==> config.mk <==
export PLATFORM = sky130hd
export DESIGN_NAME = ctrl_pipe
export DESIGN_NICKNAME = d
export VERILOG_FILES = /design/src/rtl/ctrl_pkg.sv /design/src/rtl/ctrl_decode.sv /design/src/rtl/ctrl_pipe.sv
export SDC_FILE = /design/constraint.sdc
export NUM_CORES = 1
export LEC_CHECK = 0
export ABC_AREA = 1
export BUFFER_PORTS_ARGS = -buffer_cell sky130_fd_sc_hd__buf_2
export CORE_MARGIN = 2
export CORE_UTILIZATION = 41
export DETAILED_ROUTE_END_ITERATION = 16
export PLACE_DENSITY = 0.92
export SETUP_SLACK_MARGIN = 0.4
export SLEW_MARGIN = 20
export SYNTH_ARGS = -nofsm -noshare
export SYNTH_HDL_FRONTEND = slang
export SYNTH_HIERARCHICAL = 1
export SYNTH_SLANG_ARGS = --single-unit
==> constraint.sdc <==
create_clock -name clk -period 1.4 [get_ports clk]
set_input_delay 0.21 -clock clk [delete_from_list [all_inputs] [get_ports clk]]
set_output_delay 0.21 -clock clk [all_outputs]
set_load 0.01 [all_outputs]
==> src/rtl/ctrl_pkg.sv <==
// ctrl_pkg: shared types and encodings for the EX/WB control pipeline.
// Holds the control bundle, opcode/funct3 constants, the pc_sel, wb_sel and
// dmem_sel encodings, the memory FSM state enum and the address-region decode.
package ctrl_pkg;

   // Control bundle driven in EX and carried into WB (rd included).
   typedef struct packed {
      logic [3:0] alu_sel;
      logic       a_sel;     // 1: rs1, 0: PC
      logic       b_sel;     // 1: immediate, 0: rs2
      logic       csr_sel;   // 1: rs1 as CSR source, 0: zimm
      logic       csr_we;
      logic [2:0] load_sel;
      logic [1:0] wb_sel;
      logic       reg_we;
      logic [4:0] rd;
   } ctrl_t;

   // RV32 major opcodes
   localparam logic [6:0] OPC_LUI    = 7'b0110111;
   localparam logic [6:0] OPC_AUIPC  = 7'b0010111;
   localparam logic [6:0] OPC_JAL    = 7'b1101111;
   localparam logic [6:0] OPC_JALR   = 7'b1100111;
   localparam logic [6:0] OPC_BRANCH = 7'b1100011;
   localparam logic [6:0] OPC_LOAD   = 7'b0000011;
   localparam logic [6:0] OPC_STORE  = 7'b0100011;
   localparam logic [6:0] OPC_OP_IMM = 7'b0010011;
   localparam logic [6:0] OPC_OP     = 7'b0110011;
   localparam logic [6:0] OPC_SYSTEM = 7'b1110011;

   // funct3 of the shift-right pair, the only I-type op where inst[30] matters
   localparam logic [2:0] F3_SRL_SRA = 3'b101;

   // ALU selects used outside the plain {inst[30],funct3} mapping
   localparam logic [3:0] ALU_ADD    = 4'b0000;
   localparam logic [3:0] ALU_COPY_B = 4'b1111;

   // pc_sel encodings
   localparam logic [2:0] PC_RESET = 3'd0;
   localparam logic [2:0] PC_PLUS4 = 3'd2;
   localparam logic [2:0] PC_ALU   = 3'd3;
   localparam logic [2:0] PC_JAL   = 3'd4;

   // wb_sel encodings
   localparam logic [1:0] WB_NONE = 2'd0;
   localparam logic [1:0] WB_PC4  = 2'd1;
   localparam logic [1:0] WB_MEM  = 2'd2;
   localparam logic [1:0] WB_ALU  = 2'd3;

   // dmem_sel encodings
   localparam logic [1:0] DMEM_IO   = 2'd0;
   localparam logic [1:0] DMEM_DMEM = 2'd1;
   localparam logic [1:0] DMEM_BIOS = 2'd2;

   // Multi-cycle memory access tracker
   typedef enum logic [1:0] {
      MEM_IDLE = 2'd0,
      MEM_BUSY = 2'd1,
      MEM_DONE = 2'd2
   } mem_state_t;

   // Map the top address nibble onto a memory region.
   function automatic logic [1:0] region_decode(input logic [3:0] nibble);
      logic [1:0] region;
      case (nibble)
         4'h1, 4'h3: region = DMEM_DMEM;
         4'h4:       region = DMEM_BIOS;
         default:    region = DMEM_IO;
      endcase
      return region;
   endfunction

endpackage

==> src/rtl/ctrl_decode.sv <==
// ctrl_decode: purely combinational instruction decoder for the EX stage.
// Produces the raw (ungated) control bundle plus opcode class flags.
// Optional feature: define CTRL_PIPE_CSR_EN to decode the SYSTEM/CSR opcode;
// without it that opcode is reported as unknown.
module ctrl_decode
   import ctrl_pkg::*;
(
   input  logic [31:0] instruction,
   output ctrl_t       ctrl,
   output logic        unknown,
   output logic        is_mem,
   output logic        is_jal,
   output logic        is_jalr
);

   logic [6:0] opcode;
   logic [2:0] funct3;
   logic       inst30;
   logic [4:0] rd;
   logic       unused_inst;

   assign opcode      = instruction[6:0];
   assign funct3      = instruction[14:12];
   assign inst30      = instruction[30];
   assign rd          = instruction[11:7];
   // Register-source and immediate fields are consumed elsewhere.
   assign unused_inst = ^{instruction[31], instruction[29:15]};

   // Opcode decode into the raw control bundle; unknown opcodes leave it all zero.
   always_comb begin
      ctrl    = '0;
      unknown = 1'b0;
      is_mem  = 1'b0;
      is_jal  = 1'b0;
      is_jalr = 1'b0;
      case (opcode)
         OPC_OP: begin
            ctrl.alu_sel = {inst30, funct3};
            ctrl.a_sel   = 1'b1;
            ctrl.b_sel   = 1'b0;
            ctrl.wb_sel  = WB_ALU;
            ctrl.reg_we  = 1'b1;
            ctrl.rd      = rd;
         end
         OPC_OP_IMM: begin
            // inst[30] is immediate data except for the SRLI/SRAI pair
            ctrl.alu_sel = (funct3 == F3_SRL_SRA) ? {inst30, funct3} : {1'b0, funct3};
            ctrl.a_sel   = 1'b1;
            ctrl.b_sel   = 1'b1;
            ctrl.wb_sel  = WB_ALU;
            ctrl.reg_we  = 1'b1;
            ctrl.rd      = rd;
         end
         OPC_LOAD: begin
            ctrl.alu_sel  = ALU_ADD;
            ctrl.a_sel    = 1'b1;
            ctrl.b_sel    = 1'b1;
            ctrl.load_sel = funct3;
            ctrl.wb_sel   = WB_MEM;
            ctrl.reg_we   = 1'b1;
            ctrl.rd       = rd;
            is_mem        = 1'b1;
         end
         OPC_STORE: begin
            ctrl.alu_sel = ALU_ADD;
            ctrl.a_sel   = 1'b1;
            ctrl.b_sel   = 1'b1;
            is_mem       = 1'b1;
         end
         OPC_BRANCH: begin
            // ALU forms the target PC + offset; comparator decides
            ctrl.alu_sel = ALU_ADD;
            ctrl.a_sel   = 1'b0;
            ctrl.b_sel   = 1'b1;
         end
         OPC_JAL: begin
            ctrl.alu_sel = ALU_ADD;
            ctrl.a_sel   = 1'b0;
            ctrl.b_sel   = 1'b1;
            ctrl.wb_sel  = WB_PC4;
            ctrl.reg_we  = 1'b1;
            ctrl.rd      = rd;
            is_jal       = 1'b1;
         end
         OPC_JALR: begin
            ctrl.alu_sel = ALU_ADD;
            ctrl.a_sel   = 1'b1;
            ctrl.b_sel   = 1'b1;
            ctrl.wb_sel  = WB_PC4;
            ctrl.reg_we  = 1'b1;
            ctrl.rd      = rd;
            is_jalr      = 1'b1;
         end
         OPC_LUI: begin
            ctrl.alu_sel = ALU_COPY_B;
            ctrl.a_sel   = 1'b0;
            ctrl.b_sel   = 1'b1;
            ctrl.wb_sel  = WB_ALU;
            ctrl.reg_we  = 1'b1;
            ctrl.rd      = rd;
         end
         OPC_AUIPC: begin
            ctrl.alu_sel = ALU_ADD;
            ctrl.a_sel   = 1'b0;
            ctrl.b_sel   = 1'b1;
            ctrl.wb_sel  = WB_ALU;
            ctrl.reg_we  = 1'b1;
            ctrl.rd      = rd;
         end
`ifdef CTRL_PIPE_CSR_EN
         OPC_SYSTEM: begin
            // CSR writes only; no register write-back of the old value
            ctrl.csr_we  = 1'b1;
            ctrl.csr_sel = ~funct3[2];
            ctrl.a_sel   = 1'b1;
            ctrl.reg_we  = 1'b0;
            ctrl.rd      = rd;
         end
`endif
         default: begin
            unknown = 1'b1;
         end
      endcase
   end

endmodule

==> src/rtl/ctrl_pipe.sv <==
// ctrl_pipe: EX/WB control for a two-stage pipeline. Wraps ctrl_decode and
// adds the multi-cycle memory FSM, stall/flush/pc_sel hazard logic, the WB
// control register and WB->EX forwarding.
// Optional feature: CTRL_PIPE_CSR_EN (passed through to ctrl_decode).
module ctrl_pipe
   import ctrl_pkg::*;
#(
   parameter int XLEN    = 32,
   parameter int MEM_LAT = 1     // 1..7
)(
   input  logic            clk,
   input  logic            rst_n,
   input  logic            inst_valid,
   input  logic [31:0]     instruction,
   input  logic            should_br,
   input  logic [XLEN-1:0] alu_result,
   output ctrl_t           ex_ctrl,
   output ctrl_t           wb_ctrl,
   output logic [2:0]      pc_sel,
   output logic [1:0]      dmem_sel,
   output logic            fwd_a,
   output logic            fwd_b,
   output logic            stall,
   output logic            flush,
   output logic            illegal
);

   localparam logic [2:0] LAT_LOAD    = 3'(MEM_LAT - 1);
   localparam bit         MULTI_CYCLE = (MEM_LAT > 1);

   ctrl_t      dec_ctrl;
   logic       dec_unknown;
   logic       dec_mem;
   logic       dec_jal;
   logic       dec_jalr;
   logic       mem_req;
   logic       unused_addr;

   mem_state_t state_reg;
   mem_state_t state_next;
   logic [2:0] cnt_reg;
   logic [2:0] cnt_next;

   ctrl_decode u_decode (
      .instruction (instruction),
      .ctrl        (dec_ctrl),
      .unknown     (dec_unknown),
      .is_mem      (dec_mem),
      .is_jal      (dec_jal),
      .is_jalr     (dec_jalr)
   );

   // Only the top address nibble selects the region.
   assign dmem_sel    = region_decode(alu_result[XLEN-1:XLEN-4]);
   assign unused_addr = ^alu_result[XLEN-5:0];
   assign mem_req     = inst_valid & dec_mem & (dmem_sel != DMEM_IO);

   // Memory FSM state and latency counter; reset aborts any access in flight.
   always_ff @(posedge clk or negedge rst_n) begin
      if (!rst_n) begin
         state_reg <= MEM_IDLE;
         cnt_reg   <= '0;
      end else begin
         state_reg <= state_next;
         cnt_reg   <= cnt_next;
      end
   end

   // Memory FSM next state: IO or single-cycle accesses never leave IDLE.
   always_comb begin
      state_next = state_reg;
      cnt_next   = cnt_reg;
      case (state_reg)
         MEM_IDLE: begin
            if (mem_req && MULTI_CYCLE) begin
               state_next = MEM_BUSY;
               cnt_next   = LAT_LOAD;
            end
         end
         MEM_BUSY: begin
            cnt_next = cnt_reg - 3'd1;
            if (cnt_reg == 3'd1) begin
               state_next = MEM_DONE;
            end
         end
         MEM_DONE: begin
            state_next = MEM_IDLE;
         end
         default: begin
            state_next = MEM_IDLE;
            cnt_next   = '0;
         end
      endcase
   end

   // FSM outputs and hazard control: stall in BUSY, redirect otherwise.
   always_comb begin
      stall   = 1'b0;
      pc_sel  = PC_RESET;
      flush   = 1'b0;
      illegal = 1'b0;
      ex_ctrl = '0;
      if (rst_n) begin
         stall   = (state_reg == MEM_BUSY);
         illegal = inst_valid & dec_unknown;

         // Branch resolution is suppressed while the access is pending.
         if (stall || !inst_valid || dec_unknown) begin
            pc_sel = PC_PLUS4;
         end else if (dec_jal) begin
            pc_sel = PC_JAL;
         end else if (dec_jalr) begin
            pc_sel = PC_ALU;
         end else if (should_br) begin
            pc_sel = PC_ALU;
         end else begin
            pc_sel = PC_PLUS4;
         end

         flush = !stall && ((pc_sel == PC_ALU) || (pc_sel == PC_JAL));

         // Architectural writes only from a valid, non-stalled EX cycle.
         ex_ctrl        = dec_ctrl;
         ex_ctrl.reg_we = dec_ctrl.reg_we & inst_valid & ~stall;
         ex_ctrl.csr_we = dec_ctrl.csr_we & inst_valid & ~stall;
      end
   end

   // WB control register: one-cycle EX->WB latency, bubble on stall/invalid.
   always_ff @(posedge clk or negedge rst_n) begin
      if (!rst_n) begin
         wb_ctrl <= '0;
      end else if (stall || !inst_valid) begin
         wb_ctrl <= '0;
      end else begin
         wb_ctrl <= ex_ctrl;
      end
   end

   // Forwarding compare for each ALU operand: index 0 = rs1/A, 1 = rs2/B.
   logic [4:0] src_rs [2];
   logic [1:0] fwd;

   assign src_rs[0] = instruction[19:15];
   assign src_rs[1] = instruction[24:20];

   genvar gi;
   generate
      for (gi = 0; gi < 2; gi++) begin : g_fwd
         assign fwd[gi] = wb_ctrl.reg_we && (wb_ctrl.rd != 5'd0) && (wb_ctrl.rd == src_rs[gi]);
      end
   endgenerate

   assign fwd_a = fwd[0];
   assign fwd_b = fwd[1];

endmodule

==> metrics.txt <==
CTS sink count=19; CP max stage cell=nor3_1; Post-Route WL=7427 µm; f_max=0.6306 GHz; commonest cells after routing, fill and taps aside=buf_6 (59), buf_2 (52), nand2_1 (38); die area=4373 µm²; Critical Path RT=1.19 ns; FF+latch count, synth=19; 1st-iter DRT viols=146; vias in the first global route=2062; CTS tree=done; Final period util=113.3%; RSZ-0062 raised after global routing=true; top cell type's share of synthesized area=30.04%; DRC Markers=0; ANT cells=0; fin. max-slew vios=0; cell mode on critical path=buf_6; CP endpoint kind=output pin; Top FF cell, synth=dfrtp_1; Post-DRT Antenna Nets=0; io pins=116; Synth area leader=dfrtp_1; post-layout util=84.84%; Root Driver=clkbuf_8; WL/cell=17.31 µm; Biggest register=wb_ctrl; startpoint types=input pin; Netlist cell types=25; drt pass-1 iters=4; most common cell after layout, fill and taps aside=buf_6; sequential share of the synthesized area=30.04%; Worst Setup Slack, final=-0.1858 ns; data arrival time of the worst path=1.38 ns; largest net degree at the start of global routing=17; Mapped Cells=249; total grt overflow=0; P&R area growth vs syn=97.71%; initial antenna violation count=0; All-Layer GR Usage=27.97%; asr flop ratio synth=100.0%; Initial Utilization=42.91%; PD cells=436.3 nW/µm²; dpl hpwl=3588 µm; # setup viols final=22; Core ar.=3689 µm²; Setup Slack @ Placement=-0.1564 ns; Nets=450; drt via density=5.068; WS Path Type=in -> out; layout cell share with drive strength beyond 1=69.82%; max reg flops=19; Die Ht=66.13 µm; worst stage delay on the critical path=0.31 ns; Final min period=1.586 ns; LEAKAGE=1.822 nW; CTS Buf Count=3; Syn. warnings=6; via count=2174; outcome=complete, but fails checks; htree depth=1; VDD IR max=0.0002828 V; Top Registers=wb_ctrl x19; Die W=66.13 µm; Port Buffers=78; top area cells in the synthesized netlist=dfrtp_1 (30%), nand2_1 (16%), inv_1 (14%), nor2_1 (7.1%), nor2_2 (4.7%); CP Cell Sequence=buf_8, buf_6, nand2_4, buf_6, nor3_1, nor2_2, nand2_1, nand2_1, inv_2, buf_6; final RePlAce weighted congestion=0.8153; Hold Crit Class=in -> async; row count=22; final count of hold timing violations=0; EDFF count, synth=0; Clk pin slew, worst setup/hold paths=0.07 ns; first-pass GRT wire length=9135 µm; CTS Buffer Depth=2; Post-CTS Hold Buffers=0; Avg Inst Size Synth=6.356 µm²; failing checks=negative setup slack; Max Cap Viol=0; Max FO, Critical Path=4; Mapped Area=1583 µm²
-- report_power, final --
group,internal (mW),switching (mW),total (mW)
Combinational,0.184,0.243,0.428
Sequential,0.554,0.00268,0.556
Clock,0.203,0.178,0.381
-- path summary, 6_finish.rpt --
check,start,endpoint,cells past startpoint
setup / recovery,instruction[4],ex_ctrl[13],10
hold / removal,rst_n,wb_ctrl[8]$_DFF_PN0_,2
max in group asynchronous,rst_n,wb_ctrl[1]$_DFF_PN0_,2
min in group clk,inst_valid,wb_ctrl[13]$_DFF_PN0_,3
-- kinds of logic (layout without fill, tap and decap cells) --
family	Yosys count	after routing	share of synthesized area (%)
flip-flops	19	19	30.04
buffers and inverters	75	206	20.40
AND/OR/NAND/NOR	145	145	45.85
XOR/XNOR	2	2	1.107
other	2	3	0.4745
AO/OA/AOI/OAI	6	6	2.135
-- metrics by stage --
step	TNS, ns	cells	hold WS (ns)	area (µm²)	total power [mW]
final	-2.039	429	0.1818	3129	1.365
after detailed placement	-1.781	400	0.3413	2315	0.8572
after CTS	-0.5223	417	0.1193	2835	1.301
after global routing	-3.008	429	0.1820	3129	1.413
after floorplan	0	250	-0.08559	1695	0.7229
after global placement	-1.312	400	0.3360	2315	0.8463
-- cell type report --
type / instances / area, µm²
clock buffers: 4 / 45.04
fillers: 171 / 559.3
inverters: 67 / 282.8
multi-input cells: 156 / 1127
flip-flops and latches: 19 / 476.7
well taps: 48 / 60.06
repair buffers: 135 / 1137
-- synth_stat cells, types with 2 or more instances --
cell type	instances
inv_1	59
nand4_1	2
dfrtp_1	19
nor3_1	2
xnor2_1	2
nor2_2	12
conb_1	2
nor2_1	30
buf_6	3
nand3_1	11
nand3_2	6
nand2_1	66
nor2_4	2
inv_2	8
nand2_4	4
nand2_2	5
o21ai_1	4
buf_4	5
-- worst max-delay path, delay by kind of cell --
family,cells,cell delay (ns)
and+or+nand+nor,5,0.69
buffers and inverters,5,0.48
-- layer usage --
layer | track usage [%] | vias up | routed length, µm
met1 | 26.33 | 1028 | 2653
met2 | 53.00 | 131 | 3944
li1 | - | 976 | -
met4 | 20.41 | 0 | 393
met5 | 0 | - | 0
met3 | 4.940 | 39 | 437
-- repair_timing --
action / 4_1_cts / 5_1_grt
setup buffers: 12 / 12
hold endpoints to repair: 0 / 0
resized for setup: 98 / 47
cloned: 1 / 0
pin swaps: 33 / 27
setup endpoints to repair: 44 / 48
Note: power is estimated with default switching activity, not from simulation.
